--- src/rtl/bitvec_pkg.sv ---
// Shared definitions for the vector-serialization path.
//   DEFAULT_WIDTH : default word width
//   state_t       : deserializer control states
//   bit_reverse   : reverses the low w bits of a vector (also used by the transmitter)
package bitvec_pkg;
  localparam int DEFAULT_WIDTH = 8;
  localparam int MAX_WIDTH     = 64;
  localparam int MAX_WB        = $clog2(MAX_WIDTH);

  typedef enum logic {IDLE = 1'b0, SHIFT = 1'b1} state_t;

  function automatic logic [MAX_WIDTH-1:0] bit_reverse(input logic [MAX_WIDTH-1:0] v,
                                                       input int w);
    logic [MAX_WIDTH-1:0] r;
    r = '0;
    for (int i = 0; i < MAX_WIDTH; i++)
      if (i < w) r[MAX_WB'(i)] = v[MAX_WB'(w - 1 - i)];
    return r;
  endfunction
endpackage

--- src/rtl/serial_word_deserializer_if.sv ---
// Serial-in / word-out bundle of the deserializer.
//   master : bit source and word consumer (drives bits, out_ready)
//   slave  : the deserializer (drives out_data, out_valid, busy, overrun)
interface serial_word_deserializer_if
  import bitvec_pkg::*;
#(
  parameter int WIDTH = DEFAULT_WIDTH
);
  logic             bit_in;
  logic             bit_valid;
  logic             frame_start;
  logic             msb_first;
  logic [WIDTH-1:0] out_data;
  logic             out_valid;
  logic             out_ready;
  logic             busy;
  logic             overrun;

  modport master (output bit_in, bit_valid, frame_start, msb_first, out_ready,
                  input  out_data, out_valid, busy, overrun);
  modport slave  (input  bit_in, bit_valid, frame_start, msb_first, out_ready,
                  output out_data, out_valid, busy, overrun);
endinterface

--- src/rtl/vector_bit_reverse.sv ---
// Combinational bit reversal: o_vec[i] = i_vec[WIDTH-1-i].
//   i_vec : input vector
//   o_vec : reversed vector
module vector_bit_reverse
  import bitvec_pkg::*;
#(
  parameter int WIDTH = DEFAULT_WIDTH
) (
  input  logic [WIDTH-1:0] i_vec,
  output logic [WIDTH-1:0] o_vec
);
  for (genvar g = 0; g < WIDTH; g++) begin : g_rev
    assign o_vec[g] = i_vec[WIDTH-1-g];
  end
endmodule

--- src/rtl/serial_word_deserializer.sv ---
// Reassembles a serial bit stream into WIDTH-bit words, MSB- or LSB-first per
// word, and hands them out through a one-entry valid/ready register.
//   clk, rst : clock, asynchronous active-high reset
//   bus      : slave side of serial_word_deserializer_if (bits in, words out,
//              busy while a word is partial, overrun pulse on a dropped word)
module serial_word_deserializer
  import bitvec_pkg::*;
#(
  parameter int WIDTH = DEFAULT_WIDTH
) (
  input  logic                        clk,
  input  logic                        rst,
  serial_word_deserializer_if.slave   bus
);
  localparam int CW = $clog2(WIDTH);

  state_t           r_state, w_state_n;
  logic [CW-1:0]    r_cnt, w_cnt_n;
  // Only WIDTH-1 history bits are needed; the last bit comes straight from bit_in.
  logic [WIDTH-2:0] r_sh, w_sh_n;
  logic             r_order, w_order_n;
  logic [WIDTH-1:0] r_out_data;
  logic             r_out_valid;
  logic             r_overrun;
  logic             w_done;
  logic [WIDTH-1:0] w_word_msb, w_word_rev, w_word;

  assign w_word_msb = {r_sh, bus.bit_in};

  vector_bit_reverse #(.WIDTH(WIDTH)) u_rev (
    .i_vec (w_word_msb),
    .o_vec (w_word_rev)
  );

  // A word can only complete in SHIFT, so the latched order is always the right one.
  assign w_word = r_order ? w_word_msb : w_word_rev;

  always_ff @(posedge clk or posedge rst) begin
    if (rst) begin
      r_state <= IDLE;
      r_cnt   <= '0;
      r_sh    <= '0;
      r_order <= 1'b0;
    end else begin
      r_state <= w_state_n;
      r_cnt   <= w_cnt_n;
      r_sh    <= w_sh_n;
      r_order <= w_order_n;
    end
  end

  always_comb begin
    w_state_n = r_state;
    w_cnt_n   = r_cnt;
    w_sh_n    = r_sh;
    w_order_n = r_order;
    w_done    = 1'b0;
    if (bus.bit_valid) begin
      w_sh_n = w_word_msb[WIDTH-2:0];
      if (r_state == IDLE || bus.frame_start) begin
        // bit 0 of a new word; frame_start here restarts the word on this bit
        w_order_n = bus.msb_first;
        w_cnt_n   = CW'(1);
        w_state_n = SHIFT;
      end else if (r_cnt == CW'(WIDTH - 1)) begin
        w_done    = 1'b1;
        w_cnt_n   = '0;
        w_state_n = IDLE;
      end else begin
        w_cnt_n = r_cnt + CW'(1);
      end
    end else if (bus.frame_start) begin
      w_cnt_n   = '0;
      w_state_n = IDLE;
    end
  end

  always_ff @(posedge clk or posedge rst) begin
    if (rst) begin
      r_out_data  <= '0;
      r_out_valid <= 1'b0;
      r_overrun   <= 1'b0;
    end else begin
      r_overrun <= 1'b0;
      if (w_done) begin
        // A slot being consumed this edge is free: no bubble between words.
        if (!r_out_valid || bus.out_ready) begin
          r_out_data  <= w_word;
          r_out_valid <= 1'b1;
        end else begin
          r_overrun <= 1'b1;
        end
      end else if (r_out_valid && bus.out_ready) begin
        r_out_valid <= 1'b0;
      end
    end
  end

  assign bus.out_data  = r_out_data;
  assign bus.out_valid = r_out_valid;
  assign bus.busy      = (r_state == SHIFT);
  assign bus.overrun   = r_overrun;
endmodule

--- src/flat_wrapper.sv ---
// flat-port wrapper written by rule: the top's interface ports become plain ports
module serial_word_deserializer_flat import bitvec_pkg::*;
#(
  parameter int WIDTH = DEFAULT_WIDTH
)
  (clk, rst, bus_bit_in, bus_bit_valid, bus_frame_start, bus_msb_first, bus_out_ready, bus_out_data, bus_out_valid, bus_busy, bus_overrun);
  serial_word_deserializer_if #(.WIDTH(WIDTH)) bus_i ();
  input  logic clk;
  input  logic rst;
  input wire logic [$bits(bus_i.bit_in)-1:0] bus_bit_in;
  input wire logic [$bits(bus_i.bit_valid)-1:0] bus_bit_valid;
  input wire logic [$bits(bus_i.frame_start)-1:0] bus_frame_start;
  input wire logic [$bits(bus_i.msb_first)-1:0] bus_msb_first;
  input wire logic [$bits(bus_i.out_ready)-1:0] bus_out_ready;
  output wire logic [$bits(bus_i.out_data)-1:0] bus_out_data;
  output wire logic [$bits(bus_i.out_valid)-1:0] bus_out_valid;
  output wire logic [$bits(bus_i.busy)-1:0] bus_busy;
  output wire logic [$bits(bus_i.overrun)-1:0] bus_overrun;
  assign bus_i.bit_in = bus_bit_in;
  assign bus_i.bit_valid = bus_bit_valid;
  assign bus_i.frame_start = bus_frame_start;
  assign bus_i.msb_first = bus_msb_first;
  assign bus_i.out_ready = bus_out_ready;
  assign bus_out_data = bus_i.out_data;
  assign bus_out_valid = bus_i.out_valid;
  assign bus_busy = bus_i.busy;
  assign bus_overrun = bus_i.overrun;
  serial_word_deserializer #(.WIDTH(WIDTH)) u_core (.clk(clk), .rst(rst), .bus(bus_i));
endmodule
--- config.mk ---
export PLATFORM = sky130hd
export DESIGN_NAME = serial_word_deserializer_flat
export DESIGN_NICKNAME = d
export VERILOG_FILES = /design/src/rtl/bitvec_pkg.sv /design/src/rtl/serial_word_deserializer_if.sv /design/src/rtl/vector_bit_reverse.sv /design/src/rtl/serial_word_deserializer.sv /design/src/flat_wrapper.sv
export SDC_FILE = /design/constraint.sdc
export NUM_CORES = 1
export LEC_CHECK = 0
export ABC_CLOCK_PERIOD_IN_PS = 2200
export CORE_MARGIN = 8
export CORE_UTILIZATION = 30
export CTS_CLUSTER_SIZE = 30
export DETAILED_ROUTE_END_ITERATION = 10
export MAX_ROUTING_LAYER = met4
export PLACE_DENSITY_LB_ADDON = 0.25
export RECOVER_POWER = 25
export SYNTH_ARGS = -nofsm -noshare
export SYNTH_HDL_FRONTEND = slang
export SYNTH_HIERARCHICAL = 1
export SYNTH_SLANG_ARGS = --single-unit
--- constraint.sdc ---
create_clock -name clk -period 2.2 [get_ports clk]
set_clock_uncertainty 0.05 [all_clocks]
set_input_delay 0.22 -clock clk [delete_from_list [all_inputs] [get_ports clk]]
set_output_delay 0.22 -clock clk [all_outputs]
set_load 0.01 [all_outputs]
### Word-level counts from Yosys, hierarchy flattened

Cells that the tools add are included.

| storage, ports and cells | value |
|---|---|
| flip-flop bits (word level) | 22 |
| bits in latches | 0 |
| memory bits (writable) | 0 |
| ROM bits | 0 |
| output and inout port bits | 11 |
| word-level logic and storage cells | 39 |
| memories kept | 0 |

| operators by class | value |
|---|---|
| add/sub/neg operators | 1 |
| multiply operators | 0 |
| div/mod/pow operators | 0 |
| order comparisons | 0 |
| equality and inequality tests | 3 |
| shift-type cells | 0 |
| muxes and demuxes | 17 |
| bitwise operators | 1 |
| reduce and logical (&&, ||, !) cells | 10 |

Operator list:

| cell | number |
|---|---|
| two-way mux 1 bit | 12 |
| two-way mux 3 bit | 4 |
| two-way mux 8 bit | 1 |
| AND reduction 2 bit | 4 |
| nonzero test 2 bit | 2 |
| adder 3 x 1 -> 3 bit (second input constant) | 1 |
| equality test 3 bit (second input constant) | 1 |
| inequality test 3 x 1 -> 1 bit (second input constant) | 1 |
| logical OR 1 bit | 2 |
| inequality test 2 bit (second input constant) | 1 |
| logical AND 1 bit | 1 |
| logical NOT 1 bit | 1 |
| inverter 1 bit | 1 |

### Depth between registers and ports, before layout

| depth | value |
|---|---|
| depth in word-level cells | 6 |
| depth in mapped cells | 6 |
| mapped depth without buffers | 5 |

### Modules after synthesis

The synthesis kept the hierarchy.

Modules (own cells, without submodules):

| module | times used | cells an instance | area an instance (sq um) | seq. area each (sq um) |
|---|---|---|---|---|
| serial_word_deserializer | 1 | 71 | 1,004.7 | 550.5 |
| vector_bit_reverse | 1 | 8 | 60.1 | 0.0 |

### Worst setup path before layout

No wires, ideal clock.

| timing path | value |
|---|---|
| path type | reg-to-reg |
| start point | register u_core.r_cnt[0] |
| end point | register u_core.r_out_data[0], in the netlist u_core/bus.out_data[0] |
| arrival | 1.376 ns |
| slack | 0.649 ns |
| stages on the path, launching flop included | 7 |
| path buffers | 1 |
| cells stage by stage | dfrtp_1 > ha_1 > ha_1 > nand4b_2 > nor2b_2 > buf_6 > mux2_4 |

| between the ends | value |
|---|---|
| longest elaborated chain between the ends | 5 |

RTL lines:

| what | RTL line | RTL |
|---|---|---|
| start, declared | serial_word_deserializer.sv:18 | `logic [CW-1:0] r_cnt, w_cnt_n;` |
| start signal, assigned | serial_word_deserializer.sv:46 | `r_cnt <= w_cnt_n;` |
| equality test 3 bit | serial_word_deserializer.sv:65 | `end else if (r_cnt == CW'(WIDTH - 1)) begin` |
| two-way mux 1 bit | serial_word_deserializer.sv:65 |  |
| two-way mux 1 bit | serial_word_deserializer.sv:60 | `if (r_state == IDLE \|\| bus.frame_start) begin` |
| two-way mux 1 bit | serial_word_deserializer.sv:58 | `if (bus.bit_valid) begin` |
| AND reduction 2 bit (no line) | -- |  |
| end signal, assigned | serial_word_deserializer.sv:88 | `r_out_data <= w_word;` |
| end, declared | serial_word_deserializer.sv:22 | `logic [WIDTH-1:0] r_out_data;` |

Every way passes these cells.
A chain may end at the register's enable or synchronous reset.

### Final worst setup path

| timing path | value |
|---|---|
| start point | register u_core.r_cnt[0] |
| end point | register u_core.r_out_data[7], in the netlist u_core/bus.out_data[7] |

The elaborated chain is that of the path after synthesis.

==> metrics.csv <==
metric;value;unit
grt_pass1_vias;687;
cts_buffers;3;
drive_above_1_share;34.8;%
cp_common_cell;ha_1;
total_power;834;uW
ioPinCount;18;
die_w;75.6;um
crit_path_start_kind;flip-flop;
whs;472;ps
period_share;78.4;%
ant_nets;0;
fmax;0.580;GHz
vias_per_cell;4.34;
yosysSeqAreaShare;51.7;%
power_frac_clock;26.2;%
critical-path-slowest-cell;dfrtp_1;
netlist_area;1060;um^2
pwr-share-comb;15.7;%
wl_per_cell;12.7;um
grt_first_pass_wirelength;3040;um
seq_power_share;58.1;%
gr-total-overflow;0;
yosys_warnings;6;
outcome;complete, no violations;
dr.pass1.iters;4;
areaGrowthSynthToFinish;18.9;%
ir_drop;510;uV
cp_max_fo;8;
syn_avg_cell_area;13.5;um^2
worstSetupPathType;reg -> reg;
grt_antenna_before_repair;0;
grt_max_degree;23;
cp_cell_sequence;ha_1, ha_1, nand4b_2, nor2b_2, buf_4, mux2_4;
cts_sinks;22;
final_common_cell;dfrtp_1;
io_buffer_count;17;
cap_violations;0;
clk_latency;300;ps
post_cts_buffers;0;
cts_hold_buf;0;
power.internal;632;uW
routed_wl;1750;um
crit_buf_inv;1;
nets;102;
dieArea;5710;um^2
fin_tns_setup;0;ps
period_minus_slack;1730;ps
gp_routability_congestion;0.664;
hold_path.class;reg -> reg;
cts_resized;0;
hold_viol;0;
layout_common_cells;dfrtp_1 (22), clkdlybuf4s50_1 (16), mux2_2 (16), mux2_4 (8), nand2_1 (5);
coreArea;3360;um^2
syn-num-nets;88;
antenna_cells;0;
slew_violations;0;
p_sw;202;uW
switching_share;24.2;%
htreeDepth;1;
place_hpwl;1280;um
rsz0062_at_grt;false;
relSlewSlack;23.4;%
synth.ff_latch_count;22;
worstPathArrival;1870;ps
post-route-util;37.6;%
powerDensity;659;nW/um^2
crit_family;flip-flops;
clk_path_buf_depth;2;
required;2350;ps
cts_root_buf;clkbuf_4;
critPathCaptureType;flip-flop;
start_util;31.7;%
max_stage_delay;400;ps
syn_inst;79;
drt-initial-drc-count;14;
grt_use_total;7.41;%
tightest_slew;1150;ps
setup_viol;0;
vias;599;
p_leak;0.000571;uW
yosysUniqueCellTypes;17;
tritoncts;yes;
route.detailed.drc;0;
fp.dieH;75.6;um
row_count;21;
clk_pin_slew;120;ps
layer usage:
| layer | part of all wire [%] | global-route usage [%] | up-vias | wire [um] |
|---|---|---|---|---|
| li1 | - | - | 290 | - |
| met1 | 48 | 8.06 | 292 | 845 |
| met2 | 45 | 11.7 | 15 | 788 |
| met3 | 5.4 | 3.42 | 2 | 94 |
| met4 | 1.1 | 2.56 | 0 | 19 |
| met5 | 0 | - | - | 0 |
final cells by class:
cell class / instances / area (um^2)
Fill cell: 355 / 2100
Sequential cell: 22 / 551
Tap cell: 46 / 57.6
Multi-Input combinational cell: 44 / 425
Clock buffer: 4 / 36.3
Inverter: 2 / 7.51
Timing Repair Buffer: 20 / 189
Yosys cell counts:
master / n / area [um^2]
buf_6: 1 / 11.3
buf_2: 2 / 10.0
nor2b_2: 1 / 8.76
nand2b_1: 2 / 12.5
buf_4: 8 / 60.1
a21boi_0: 1 / 7.51
a21oi_1: 2 / 10.0
nor2_1: 2 / 7.51
o21ai_0: 2 / 10.0
mux2_4: 8 / 120
ha_1: 2 / 25.0
mux2_2: 16 / 180
inv_1: 2 / 7.51
nand4b_2: 1 / 15.0
nand3_1: 2 / 10.0
dfrtp_1: 22 / 551
nand2_1: 5 / 18.8
per-stage QoR:
step                std cells  setup WS (ps)  area, um^2
finish                    138            475        1270
global route              138            349        1270
CTS                       138            468        1270
detailed placement        134            405        1230
global placement          134            438        1230
floorplan                  79            649        1060
power by group through the flow:
stage                     Clock, uW  Sequential, uW  Combinational (uW)
after floorplan                   0             476                 149
after global placement            0             492                 130
after detailed placement          0             493                 134
after CTS                       230             486                 134
after global routing            255             493                 144
final                           219             484                 131
final timing paths:
kind / startpoint / to / slack, ps / cells past startpoint
max: u_core/r_cnt[0] / u_core/bus.out_data[7] / 470 / 6
min: u_core/bus.out_data[5] / u_core/bus.out_data[5] / 470 / 1
max reg2reg: u_core/r_cnt[0] / u_core/bus.out_data[7] / 470 / 6
min reg2reg: u_core/bus.out_data[5] / u_core/bus.out_data[5] / 470 / 1
max in group asynchronous: rst / u_core/bus.out_valid / 760 / 3
min in group asynchronous: rst / u_core/r_sh[3] / 660 / 3
worst reg2reg max path: stages, from the launching register on:
cell	delay [ps]
dfrtp_1	400
ha_1	160
ha_1	190
nand4b_2	170
nor2b_2	130
buf_4	210
mux2_4	320
state kept, by name, summed over array words and instances (netlist names):
register / cells
u_core/r_order: 1
u_core/bus.overrun: 1
u_core/bus.busy: 1
u_core/r_cnt: 3
u_core/bus.out_data: 8
u_core/bus.out_valid: 1
u_core/r_sh: 7
cells by family (layout without fill, tap and decap cells):
family,Yosys count,in the layout,share of synthesized area [%]
compound gates,5,5,2.59
fa+ha+maj,2,2,2.35
buf+inv,13,26,8.34
flops,22,22,51.7
mux,24,24,28.2
simple gates,13,13,6.82
(Power assumes the default switching activity.)
